### src/rtl/demux_16_scan_sequencer.sv
// demux_16_scan_sequencer
// Upstream driver for a 1:16 DEMUX. A 16-bit word is accepted over a
// valid/ready handshake, then each channel in scan order is presented on
// Select_Out/Data_Out with Enable_Out high for HOLD_CYCLES cycles. A
// one-cycle Done_Out pulse closes a normally completed scan; Abort_In
// drops the scan with no pulse.
// Optional build macro DEMUX_SCAN_MASK_EN adds Mask_In: masked-off
// channels are skipped in zero cycles, and an all-zero mask completes
// immediately without entering SCAN.
module demux_16_scan_sequencer #(
  parameter int HOLD_CYCLES = 1,
  parameter bit LSB_FIRST   = 1'b1
) (
  input  logic        Clock_In,
  input  logic        Reset_In,
  input  logic        Valid_In,
  input  logic [15:0] Word_In,
`ifdef DEMUX_SCAN_MASK_EN
  input  logic [15:0] Mask_In,
`endif
  output logic        Ready_Out,
  input  logic        Abort_In,
  output logic        Enable_Out,
  output logic        Data_Out,
  output logic [3:0]  Select_Out,
  output logic        Busy_Out,
  output logic        Done_Out
);

  // Last value of the 8-bit hold counter before stepping to the next channel.
  localparam logic [7:0] HOLD_LAST = 8'(HOLD_CYCLES - 1);

  typedef enum logic {IDLE, SCAN} state_t;

  state_t      state;
  logic [15:0] word_reg;
  logic [15:0] mask_reg;
  logic [15:0] accept_mask;
  logic [7:0]  hold_cnt;
  logic [3:0]  pos_reg;
  logic [4:0]  first_hit;
  logic [4:0]  next_hit;
  logic [3:0]  first_ch;
  logic [3:0]  next_ch;

  // Scan position (0 = first visited) to DEMUX channel index.
  function automatic logic [3:0] chan_of(input logic [3:0] pos);
    return LSB_FIRST ? pos : (4'd15 - pos);
  endfunction

  // Lowest scan position >= start whose channel is enabled; MSB flags a hit.
  // A start of 16 means the scan has passed the last position.
  function automatic logic [4:0] find_enabled(input logic [15:0] mask,
                                              input logic [4:0]  start);
    logic [4:0] hit;
    hit = 5'd0;
    for (int p = 15; p >= 0; p--) begin
      if ((5'(p) >= start) && mask[chan_of(4'(p))]) begin
        hit = {1'b1, 4'(p)};
      end
    end
    return hit;
  endfunction

`ifdef DEMUX_SCAN_MASK_EN
  assign accept_mask = Mask_In;
`else
  assign accept_mask = 16'hFFFF;
`endif

  // Locate the first channel of a new word and the successor of the current one.
  always_comb begin
    first_hit = find_enabled(accept_mask, 5'd0);
    next_hit  = find_enabled(mask_reg, {1'b0, pos_reg} + 5'd1);
    first_ch  = chan_of(first_hit[3:0]);
    next_ch   = chan_of(next_hit[3:0]);
  end

  // Scan state machine with all outputs registered.
  always_ff @(posedge Clock_In) begin
    if (Reset_In) begin
      state      <= IDLE;
      Ready_Out  <= 1'b1;
      Enable_Out <= 1'b0;
      Data_Out   <= 1'b0;
      Select_Out <= 4'd0;
      Busy_Out   <= 1'b0;
      Done_Out   <= 1'b0;
      word_reg   <= 16'd0;
      mask_reg   <= 16'd0;
      hold_cnt   <= 8'd0;
      pos_reg    <= 4'd0;
    end else begin
      Done_Out <= 1'b0;
      case (state)
        IDLE: begin
          if (Valid_In && Ready_Out) begin
            word_reg <= Word_In;
            mask_reg <= accept_mask;
            hold_cnt <= 8'd0;
            if (first_hit[4]) begin
              state      <= SCAN;
              pos_reg    <= first_hit[3:0];
              Select_Out <= first_ch;
              Data_Out   <= Word_In[first_ch];
              Enable_Out <= 1'b1;
              Busy_Out   <= 1'b1;
              Ready_Out  <= 1'b0;
            end else begin
              // Nothing enabled: report completion straight away.
              Done_Out <= 1'b1;
            end
          end
        end
        SCAN: begin
          if (Abort_In) begin
            state      <= IDLE;
            Ready_Out  <= 1'b1;
            Enable_Out <= 1'b0;
            Data_Out   <= 1'b0;
            Select_Out <= 4'd0;
            Busy_Out   <= 1'b0;
            word_reg   <= 16'd0;
            mask_reg   <= 16'd0;
            hold_cnt   <= 8'd0;
            pos_reg    <= 4'd0;
          end else if (hold_cnt == HOLD_LAST) begin
            hold_cnt <= 8'd0;
            if (next_hit[4]) begin
              pos_reg    <= next_hit[3:0];
              Select_Out <= next_ch;
              Data_Out   <= word_reg[next_ch];
            end else begin
              state      <= IDLE;
              Ready_Out  <= 1'b1;
              Enable_Out <= 1'b0;
              Data_Out   <= 1'b0;
              Select_Out <= 4'd0;
              Busy_Out   <= 1'b0;
              Done_Out   <= 1'b1;
              pos_reg    <= 4'd0;
            end
          end else begin
            hold_cnt <= hold_cnt + 8'd1;
          end
        end
        default: state <= IDLE;
      endcase
    end
  end

endmodule

### config.mk
export PLATFORM = sky130hd
export DESIGN_NAME = demux_16_scan_sequencer
export DESIGN_NICKNAME = d
export VERILOG_FILES = /design/src/rtl/demux_16_scan_sequencer.sv
export SDC_FILE = /design/constraint.sdc
export NUM_CORES = 1
export LEC_CHECK = 0
export CAP_MARGIN = 10
export CORE_AREA = 2 2 70 72
export CTS_CLUSTER_DIAMETER = 40
export DETAILED_ROUTE_END_ITERATION = 8
export DIE_AREA = 0 0 72 74
export PLACE_DENSITY = 0.72
export SYNTH_ARGS = -nofsm -noshare
export SYNTH_HDL_FRONTEND = slang
export SYNTH_SLANG_ARGS = --single-unit
### constraint.sdc
create_clock -name Clock_In -period 4.4 [get_ports Clock_In]
set_input_delay 0.44 -clock Clock_In [delete_from_list [all_inputs] [get_ports Clock_In]]
set_output_delay 0.44 -clock Clock_In [all_outputs]
set_load 0.01 [all_outputs]
==> results.py <==
metrics = {
    "cts": {
        "buffer_cell_driving_the_clock_tree_root": "sky130_fd_sc_hd__clkbuf_8",
        "worst_setup_hold_path_clk_slew_ps": 70,
        "cts_made_buffers": 5,
        "cts_sinks": 34,
        "cts.htree.levels": 2,
        "clk-insertion-delay-late_ps": 290,
        "cts_tree": "built",
        "cts_repair_resize_count": 0,
        "cts.repair_timing.setup_buffer_count": 0,
        "hold_buffers": 0,
        "clock_path_buffers": 2,
    },
    "cells_and_area": {
        "layout.cells.non_filler": 358,
        "growth_of_design_area_from_synthesis_to_finish_pct": 15.74,
        "largest_register_ffs": 16,
        "final_layout_size_suffix_gt1_share_pct": 8.553,
        "design_area_mm2": 0.002566,
        "antenna-diode-count": 0,
        "multi_input_comb_area_mm2": 0.001375,
        "final_core_utilization_pct": 55.81,
        "nNetsFinal": 329,
        "layout.area.seq_um2": 680.7,
        "num-fill-cells": 441,
    },
    "synthesis": {
        "synth-seq-cells": 34,
        "number_of_enable_type_register_cells_in_the_synthesized_netlist": 0,
        "ys_seq_area_share_pct": 30.70,
        "synth_warnings": 0,
        "yosys.area.top_type": "sky130_fd_sc_hd__dfxtp_1",
        "synth_cells": 285,
        "postSynthAreaPerCell_um2": 7.779,
        "netlist.area_leader.share_pct": 30.70,
        "synth.area.top_cells": "sky130_fd_sc_hd__dfxtp_1 (31%), sky130_fd_sc_hd__nor2_1 (7.8%), sky130_fd_sc_hd__a22oi_1 (6.8%)",
        "syn-num-nets": 311,
        "postSynth.topFlopCell": "sky130_fd_sc_hd__dfxtp_1",
        "yosys.cell_types.count": 61,
        "synth-async-reset-ratio_pct": 0,
        "netlist_area_mm2": 0.002217,
    },
    "routing": {
        "routed_wirelength_um": 5192,
        "detail_route.iter0.violations": 167,
        "via_count": 2128,
        "routedWlPerCell_um": 14.50,
        "route.detailed.vias_per_inst": 5.944,
        "detailedRoute.firstPassIterationCount": 4,
        "post-route-drc-count": 0,
        "antenna_left": 0,
    },
    "setup_path": {
        "critical_path.max_stage_delay_ps": 760,
        "cp_data_arrival_time_ps": 3910,
        "end_kind": "flop",
        "path_cells": "ha_1 > buf_4 > and4b_1 > a22oi_1 > nor2_1 > a221oi_1 > a31o_2 > mux2i_1 > o221ai_1 > or4_1 > a311oi_1",
        "cell_depth_of_the_worst_flop_to_flop_path": 11,
        "criticalPathCategory": "reg -> reg",
        "critical_path.slowest_cell": "sky130_fd_sc_hd__dfxtp_1",
        "regToRegEndpoint": "Data_Out",
        "cp_data_required_time_ps": 4610,
        "path_max_fanout": 20,
        "setup.reg_to_reg.worst_slack_ps": 690,
        "r2r-start": "pos_reg[0]",
        "timing.critical_path.from_type": "flop",
    },
    "die": {
        "floorplan.rows": 25,
        "floorplan_core_area_mm2": 0.004598,
        "ios": 29,
        "x_dimension_of_the_die_um": 72,
        "floorplan.die.height_um": 74,
        "floorplan.initialDensity_pct": 48.22,
        "fp.dieArea_mm2": 0.005328,
    },
    "placement": {
        "dp.cells": 350,
        "minimum_setup_slack_after_placement_ps": 744.1,
        "detailed_place_hpwl_um": 3633,
        "numPortBuffers": 28,
        "dpl-instance-area_mm2": 0.002471,
        "globalplace.congestion": 0.8596,
    },
    "grt": {
        "grt_max_degree": 29,
        "grt_remaining_overflow": 0,
        "grt_pass1_wl_um": 8790,
        "number_of_global_route_vias_before_repair": 1931,
        "antenna_violations_before_repair": 0,
        "grt_util_all_layers_pct": 20.91,
    },
    "timing": {
        "slew-limit-headroom_pct": 41.93,
        "worst_hold_slack_ps": 497.1,
        "minimum_period_implied_by_the_final_worst_setup_slack_ps": 3710,
        "number_of_failing_setup_endpoints_in_the_final_timing_report": 0,
        "maxClockFrequency_ghz": 0.2696,
        "fin_crit_sh_pct": 84.31,
        "hold_viol_final": 0,
        "rsz0062_at_grt": "no",
        "totalNegativeSetupSlack_ps": 0,
        "finalMaxSlewViolations": 0,
        "clock-skew-final_ps": 4.473,
        "setup_slack_ps": 690.2,
        "worstMarginPinSlew_ps": 869.9,
    },
    "min_path": {
        "min_to": "hold_cnt[0]",
        "holdCritStartpoint": "hold_cnt[0]",
        "worst_hold_path_type": "reg -> reg",
        "hold-path-cell-count": 2,
    },
    "run_status": {
        "status": "complete, no violations",
    },
    "pwr": {
        "irDropWorstVdd_mv": 0.1956,
        "power.density_mw_per_mm2": 271.2,
        "p_leak_nw": 0.9162,
        "design_power_total_mw": 0.6960,
    },
    "run": {
        "max_cap_viol_count": 0,
    },
}
cell usage after synthesis, types with 3 or more instances:
| library cell | instances |
|---|---|
| sky130_fd_sc_hd__nor2_1 | 46 |
| sky130_fd_sc_hd__dfxtp_1 | 34 |
| sky130_fd_sc_hd__a21oi_1 | 24 |
| sky130_fd_sc_hd__a22oi_1 | 20 |
| sky130_fd_sc_hd__nand2_1 | 18 |
| sky130_fd_sc_hd__inv_1 | 10 |
| sky130_fd_sc_hd__o21ai_0 | 9 |
| sky130_fd_sc_hd__clkbuf_1 | 8 |
| sky130_fd_sc_hd__nand2b_1 | 8 |
| sky130_fd_sc_hd__buf_4 | 6 |
| sky130_fd_sc_hd__ha_1 | 6 |
| sky130_fd_sc_hd__nand3_1 | 6 |
| sky130_fd_sc_hd__nor2b_1 | 6 |
| sky130_fd_sc_hd__o211ai_1 | 5 |
| sky130_fd_sc_hd__nor4_1 | 4 |
| sky130_fd_sc_hd__xor2_1 | 4 |
| sky130_fd_sc_hd__a221oi_1 | 3 |
| sky130_fd_sc_hd__a31o_2 | 3 |
| sky130_fd_sc_hd__a31oi_1 | 3 |
| sky130_fd_sc_hd__buf_2 | 3 |
| sky130_fd_sc_hd__xnor2_1 | 3 |
routing by layer:
layer / GRT usage, % / part of all wire [%] / wire length (µm) / vias to the layer above
li1: - / - / - / 1074
met1: 27.79 / 46 / 2388 / 982
met2: 33.54 / 47 / 2419 / 66
met3: 5.420 / 6.3 / 327 / 6
met4: 6.709 / 1.1 / 56 / 0
met5: 0 / 0 / 0 / -
worst max-delay path: cells and delay by family, from the launching register on:
| kind | cells | cell delay, ps |
|---|---|---|
| compound gates | 5 | 1160 |
| flops | 1 | 760 |
| simple gates | 3 | 710 |
| fa+ha+maj | 1 | 500 |
| buf+inv | 1 | 270 |
| mux | 1 | 200 |
cells in the final DEF (no fill, tap or decap), types with 3 or more instances in the layout:
cell type	n
sky130_fd_sc_hd__o21ai_0	9
sky130_fd_sc_hd__clkdlybuf4s50_1	28
sky130_fd_sc_hd__ha_1	6
sky130_fd_sc_hd__nor4_1	4
sky130_fd_sc_hd__nor2_1	46
sky130_fd_sc_hd__nand3_1	6
sky130_fd_sc_hd__buf_4	3
sky130_fd_sc_hd__nand2b_1	8
sky130_fd_sc_hd__dfxtp_1	34
sky130_fd_sc_hd__a22oi_1	20
sky130_fd_sc_hd__nor2b_1	6
sky130_fd_sc_hd__nand2_1	18
sky130_fd_sc_hd__xnor2_1	3
sky130_fd_sc_hd__a31oi_1	3
sky130_fd_sc_hd__clkbuf_8	6
sky130_fd_sc_hd__a31o_2	3
sky130_fd_sc_hd__a21oi_1	24
sky130_fd_sc_hd__a221oi_1	3
sky130_fd_sc_hd__inv_1	10
sky130_fd_sc_hd__o211ai_1	5
sky130_fd_sc_hd__xor2_1	4
worst max-delay path by stage:
stage / from / endpoint / slack, ps
after detailed placement: pos_reg[0] / Data_Out / 740
after floorplan: pos_reg[0] / Data_Out / 1240
after global placement: pos_reg[0] / Data_Out / 830
after global routing: pos_reg[0] / Data_Out / 370
after CTS: pos_reg[0] / Data_Out / 730
final: pos_reg[0] / Data_Out / 690
kinds of logic (layout without fill, tap and decap cells):
| logic type | count (synthesis) | after routing | share of synthesized area [%] |
|---|---|---|---|
| and+or+nand+nor | 110 | 110 | 24.38 |
| AOI/OAI and AO/OA | 93 | 93 | 30.08 |
| DFF | 34 | 34 | 30.70 |
| buffers and inverters | 32 | 51 | 7.280 |
| xor gates and xnor gates | 7 | 7 | 2.765 |
| adders and majority gates | 6 | 6 | 3.386 |
| muxes | 3 | 3 | 1.411 |
layout make-up:
class / count / share of cell area, %
Clock buffer: 6 / 3.218
Clock inverter: 2 / 0.4876
Inverter: 12 / 1.755
Multi-Input combinational cell: 219 / 53.58
Sequential cell: 34 / 26.52
Tap cell: 54 / 2.633
Timing Repair Buffer: 31 / 11.80
power breakdown:
| part | internal [mW] | switching (mW) | leakage (nW) |
|---|---|---|---|
| registers | 0.323 | 0.0123 | 0.277 |
| logic | 0.0542 | 0.0588 | 0.592 |
| clock network | 0.126 | 0.122 | 0.0472 |
(Power assumes the default switching activity.)
==> variant 1: new RTL, same settings <==
Change the parameter `LSB_FIRST` from 1'b1 to 1'b0.
--- a/src/rtl/demux_16_scan_sequencer.sv
+++ b/src/rtl/demux_16_scan_sequencer.sv
@@ -9,7 +9,7 @@
 // immediately without entering SCAN.
 module demux_16_scan_sequencer #(
   parameter int HOLD_CYCLES = 1,
-  parameter bit LSB_FIRST   = 1'b1
+  parameter bit LSB_FIRST   = 1'b0
 ) (
   input  logic        Clock_In,
   input  logic        Reset_In,
Check against the original RTL: not equivalent (Yosys sat finds a counterexample within 4 cycles, from zero or initial values and one cycle with Reset_In high).
==> variant 1 against the original RTL <==
Final area fell by 5.3%. Area after synthesis decreased by 8.5%. Routed wire length fell by 9.9%. Fmax increased by 20%. Worst setup slack better by 0.61 ns. Sequential cell count up 4. Critical path type unchanged.
Power is not compared: it rests on default switching activity, and its combinational part moved more than twofold at a synthesized area within 25%.
==> variant 1: results (changes against the original RTL) <==
| Metric | Value |
|---|---|
| Status | finished, final reports clean (unchanged) |
| Netlist cell types | 55 (was 61) |
| Top post-synthesis cells by area | dfxtp_1 38%, nor2_1 7.2%, a22oi_1 7.0% (was dfxtp_1 31%, nor2_1 7.8%, a22oi_1 6.8%) |
| GR Util met1 | 25.3% (was 27.8%) |
| Syn_nets | 261 (was 311) |
| Met1 wire length | 2240 um (was 2390 um) |
| Crit path to | Data_Out (unchanged) |
| Worst hold start | Ready_Out (was hold_cnt[0]) |
| Placed cell area | 2330 um2 (was 2470 um2) |
| Met3 Use GR | 3.79% (was 5.42%) |
| Layout cells sized above 1 | 9.47% (was 8.55%) |
| Skew final | 0.00608 ns (was 0.00447 ns) |
| Fin nets | 288 (was 329) |
| Post-DP HPWL | 3360 um (was 3630 um) |
| First DRT Iteration DRCs | 133 (was 167) |
| Met2 Track Usage GR | 30.5% (was 33.5%) |
| Largest net degree at the start of global routing | 31 (was 29) |
| Sequential fraction of the synthesis area | 37.5% (was 30.7%) |
| Gpl congestion | 0.911 (was 0.860) |
| Port Buffer Count | 28 (unchanged) |
| Crit path largest cell delay | 0.54 ns (was 0.76 ns) |
| Register-to-Register Setup Slack | 1.30 ns (was 0.69 ns) |
| Worst Hold Endpoint | Ready_Out (was hold_cnt[0]) |
| Vias in the first global route | 1661 (was 1931) |
| CP Max Fanout | 10 (was 20) |
| Via-to-Cell Ratio | 5.62 (was 5.94) |
| Met3 wire length | 165 um (was 327 um) |
| Global Route Usage Sum | 18.8% (was 20.9%) |
| WL/cell | 14.7 um (was 14.5 um) |
-- variant 1: kinds of logic (layout without fill, tap and decap cells) --
kind of cell | count (synthesis) | after routing | share of synthesized area (%)
fa+ha+maj | 5 | 5 | 3.08
xor+xnor | 7 | 7 | 3.02
flops | 38 | 38 | 37.5
buf+inv | 16 | 44 | 3.89
compound gates | 64 | 64 | 23.8
simple gates | 100 | 100 | 24.7
mux | 6 | 6 | 3.95
-- variant 1: layout make-up --
type / count / area, um2
fill: 425 / 2170
multi-input combinational: 182 / 1190
sequential: 38 / 761
timing repair buffer: 30 / 295
clock buffer: 6 / 82.6
tap: 54 / 67.6
inverter: 6 / 22.5
clock inverter: 2 / 12.5
-- variant 1: power groups by stage --
stage / Combinational [W] / Clock [W] / Sequential, W
floorplan: 0.000170 / 0 / 0.000408
global placement: 0.000250 / 0 / 0.000410
detailed placement: 0.000252 / 0 / 0.000410
CTS: 0.000255 / 0.000255 / 0.000402
global route: 0.000279 / 0.000270 / 0.000407
finish: 0.000253 / 0.000251 / 0.000403
-- variant 1: worst max-delay path: cells and delay by family, from the launching register on --
kind / cells / cell delay [ns]
mux: 1 / 0.53
fa+ha+maj: 1 / 0.43
compound gates: 4 / 0.84
flops: 1 / 0.54
simple gates: 3 / 0.62
-- variant 1: metrics by stage --
stage | utilization [%] | setup WS, ns | total power (W) | hold slack [ns] | std cells
6_report | 52.8 | 1.30 | 0.000907 | 0.489 | 318
5_1_grt | 52.8 | 1.10 | 0.000956 | 0.510 | 318
4_1_cts | 52.8 | 1.29 | 0.000912 | 0.486 | 318
3_5_place_dp | 50.8 | 1.30 | 0.000662 | 0.474 | 310
3_3_place_gp | 50.8 | 1.43 | 0.000660 | 0.471 | 310
2_1_floorplan | - | 1.72 | 0.000577 | 0.457 | 236
==> variant 2: new RTL, same flow settings <==
Made on the original files. Make the reset (`Reset_In`) asynchronous in one clocked block.
--- a/src/rtl/demux_16_scan_sequencer.sv
+++ b/src/rtl/demux_16_scan_sequencer.sv
@@ -77,7 +77,7 @@
   end
 
   // Scan state machine with all outputs registered.
-  always_ff @(posedge Clock_In) begin
+  always_ff @(posedge Clock_In or posedge Reset_In) begin
     if (Reset_In) begin
       state      <= IDLE;
       Ready_Out  <= 1'b1;
Formal check against the unedited RTL: differs if Reset_In is asserted again (counterexample within 4 cycles, from zero or initial values and one cycle with Reset_In high); with Reset_In held inactive, the same outputs for 10 cycles.
==> variant 2 against the original RTL <==
Largest cell class unchanged. Final area is 9.4% lower. Sequential share of layout area is 10 points higher. Area after synthesis is 13% lower. Final cell count is 24% lower. Count of clock-buffer cells in the layout is 1 higher. Routed wire length is 19% lower. Utilization is 5.2 points lower. Critical path type unchanged. Worst setup slack better by 0.80 ns. Sequential cell count stayed put. Clock skew is 0.0031 ns higher.
Power is not compared: it rests on default switching activity, and its combinational part moved more than twofold at a synthesized area within 25%.
==> variant 2: results (changes against the original RTL) <==
| Metric | Value |
|---|---|
| 1st-pass router iterations | 4 (unchanged) |
| Yosys Warn Count | 0 (unchanged) |
| Hold Crit Class | reg2reg (unchanged) |
| Skew final | 0.00762 ns (was 0.00447 ns) |
| Slew HR | 21.4% (was 41.9%) |
| Drt total wl | 4190 um (was 5190 um) |
| Via-to-Cell Ratio | 5.79 (was 5.94) |
| Clock Pin Slew Worst Setup and Hold Paths | 0.07 ns (about the same) |
| First DRT Iteration DRCs | 94 (was 167) |
| Global Route Usage Sum | 17.3% (was 20.9%) |
| CP Max Fanout | 17 (was 20) |
| Max FFs per register | 16 (unchanged) |
| Worst R2R Path Depth | 8 (was 11) |
| Resized Gates After CTS | 0 (unchanged) |
| Worst Hold Endpoint | word_reg[0] (was hold_cnt[0]) |
| Gpl congestion | 0.887 (was 0.860) |
| Vias in the first global route | 1492 (was 1931) |
| Top_reg_cell synth | dfrtp_1 (was dfxtp_1) |
| Initial antenna violation count | 0 (unchanged) |
| Netlist cell types | 54 (was 61) |
| Post-synth top cells | 33 x dfrtp_1, 15 x a22o_1, 12 x nand2_1 (was 46 x nor2_1, 34 x dfxtp_1, 24 x a21oi_1) |
| Clk Tree Root Cell | clkbuf_8 (unchanged) |
| Critical path class | reg2reg (unchanged) |
| Largest net degree at the start of global routing | 35 (was 29) |
| Global-route wire length before repair | 7200 um (was 8790 um) |
| Met3 Use GR | 3.66% (was 5.42%) |
| Post-DP HPWL | 2960 um (was 3630 um) |
| Fin nets | 242 (was 329) |
| Met2 Track Usage GR | 25.2% (was 33.5%) |
| R2r startpoint | pos_reg[0] (unchanged) |
| Worst hold path depth | 1 (was 2) |
| Top post-synthesis cells by area | dfrtp_1 43%, a22o_1 6.8%, ha_1 3.9% (was dfxtp_1 31%, nor2_1 7.8%, a22oi_1 6.8%) |
| Sequential fraction of the synthesis area | 44.1% (was 30.7%) |
| IR drop worst, VDD | between 0.2 and 0.25 mV |
| CP arrival | 3.11 ns (was 3.91 ns) |
| Port Buffer Count | 28 (unchanged) |
| Syn_nets | 217 (was 311) |
| Clock Latency Late Sink | 0.29 ns (about the same) |
| Layout cells sized above 1 | 8.76% (was 8.55%) |
| Setup bufs post-CTS | 0 (unchanged) |
| CTS HTree Levels | 2 (unchanged) |
| Worst hold start | word_reg[0] (was hold_cnt[0]) |
| Worst reg2reg endpoint | Data_Out (unchanged) |
| Status | finished, final reports clean (unchanged) |
| CTS max path bufs | 2 (unchanged) |
| CTS Buf Count | 5 (unchanged) |
| Number of diodes | 0 (unchanged) |
| GR Util met1 | 25.4% (was 27.8%) |
| Fraction of registers with async set or reset after synthesis | 100% (was 0%) |
| Leak | 1.05 nW |
| Register-to-Register Setup Slack | 1.49 ns (was 0.69 ns) |
==> variant 2: cell count changes after synthesis, sizes merged, moves of 5 or more <==
cell,delta
nor2,-36
dfxtp,-34
dfrtp,+33
a21oi,-20
a22oi,-19
a22o,+15
buf,-6
nand2,-6
o211ai,-5
==> variant 2: final cells by class <==
| type | count | area (um2) |
|---|---|---|
| clock buffers | 7 | 86.3 |
| inverters | 9 | 33.8 |
| clock inverters | 1 | 5.00 |
| flip-flops and latches | 34 | 852 |
| multi-input cells | 137 | 993 |
| well taps | 54 | 67.6 |
| repair buffers | 29 | 288 |
| fillers | 429 | 2270 |
==> variant 2: worst max-delay path by stage <==
| stage | start | end | depth (start not counted) |
|---|---|---|---|
| 3_5_place_dp | pos_reg[0] | Data_Out | 8 |
| 5_1_grt | pos_reg[0] | Data_Out | 8 |
| 3_3_place_gp | pos_reg[0] | Data_Out | 8 |
| 4_1_cts | pos_reg[0] | Data_Out | 8 |
| 6_report | pos_reg[0] | Data_Out | 8 |
| 2_1_floorplan | pos_reg[0] | Data_Out | 9 |
==> variant 2: per-stage QoR <==
step                      utilization (%)  std cells  setup WS (ns)  hold WS [ns]  instance area (um2)
after floorplan                         -        191           1.90         0.445                 1930
after global placement               48.6        263           1.60         0.463                 2230
after detailed placement             48.6        263           1.53         0.465                 2230
after CTS                            50.6        271           1.51         0.481                 2330
after global routing                 50.6        271           1.22         0.514                 2330
final                                50.6        271           1.49         0.480                 2330
==> variant 2: worst max-delay path, stage by stage, from the launching register on <==
cell and delay, ns:
dfrtp_1 0.64, ha_1 0.55, nand3_1 0.27, nand2_1 0.20, or3_1 0.33, mux4_2 0.26, o22ai_1 0.08, mux2_4 0.28
o31ai_2 0.21
==> variant 2: kinds of logic after synthesis <==
family	share of synthesized area (%)
AND/OR/NAND/NOR	16.9
XOR/XNOR	2.27
buffers and inverters	4.41
AO/OA/AOI/OAI	23.0
flip-flops	44.1
adder cells (fa/ha/maj)	3.89
multiplexers	5.38
==> variant 2: report_power, final <==
group          total (W)  switching, W  internal, W
sequential      0.000313             0     0.000313
combinational  0.0000242    0.00000869    0.0000155
clock           0.000236      0.000110     0.000126
total           0.000573      0.000118     0.000454
==> variant 2: per-layer routing <==
layer | wire (um) | up-vias
met5 | 0 | -
li1 | - | 764
met1 | 2120 | 761
met2 | 1870 | 42
met3 | 156 | 2
met4 | 34 | 0
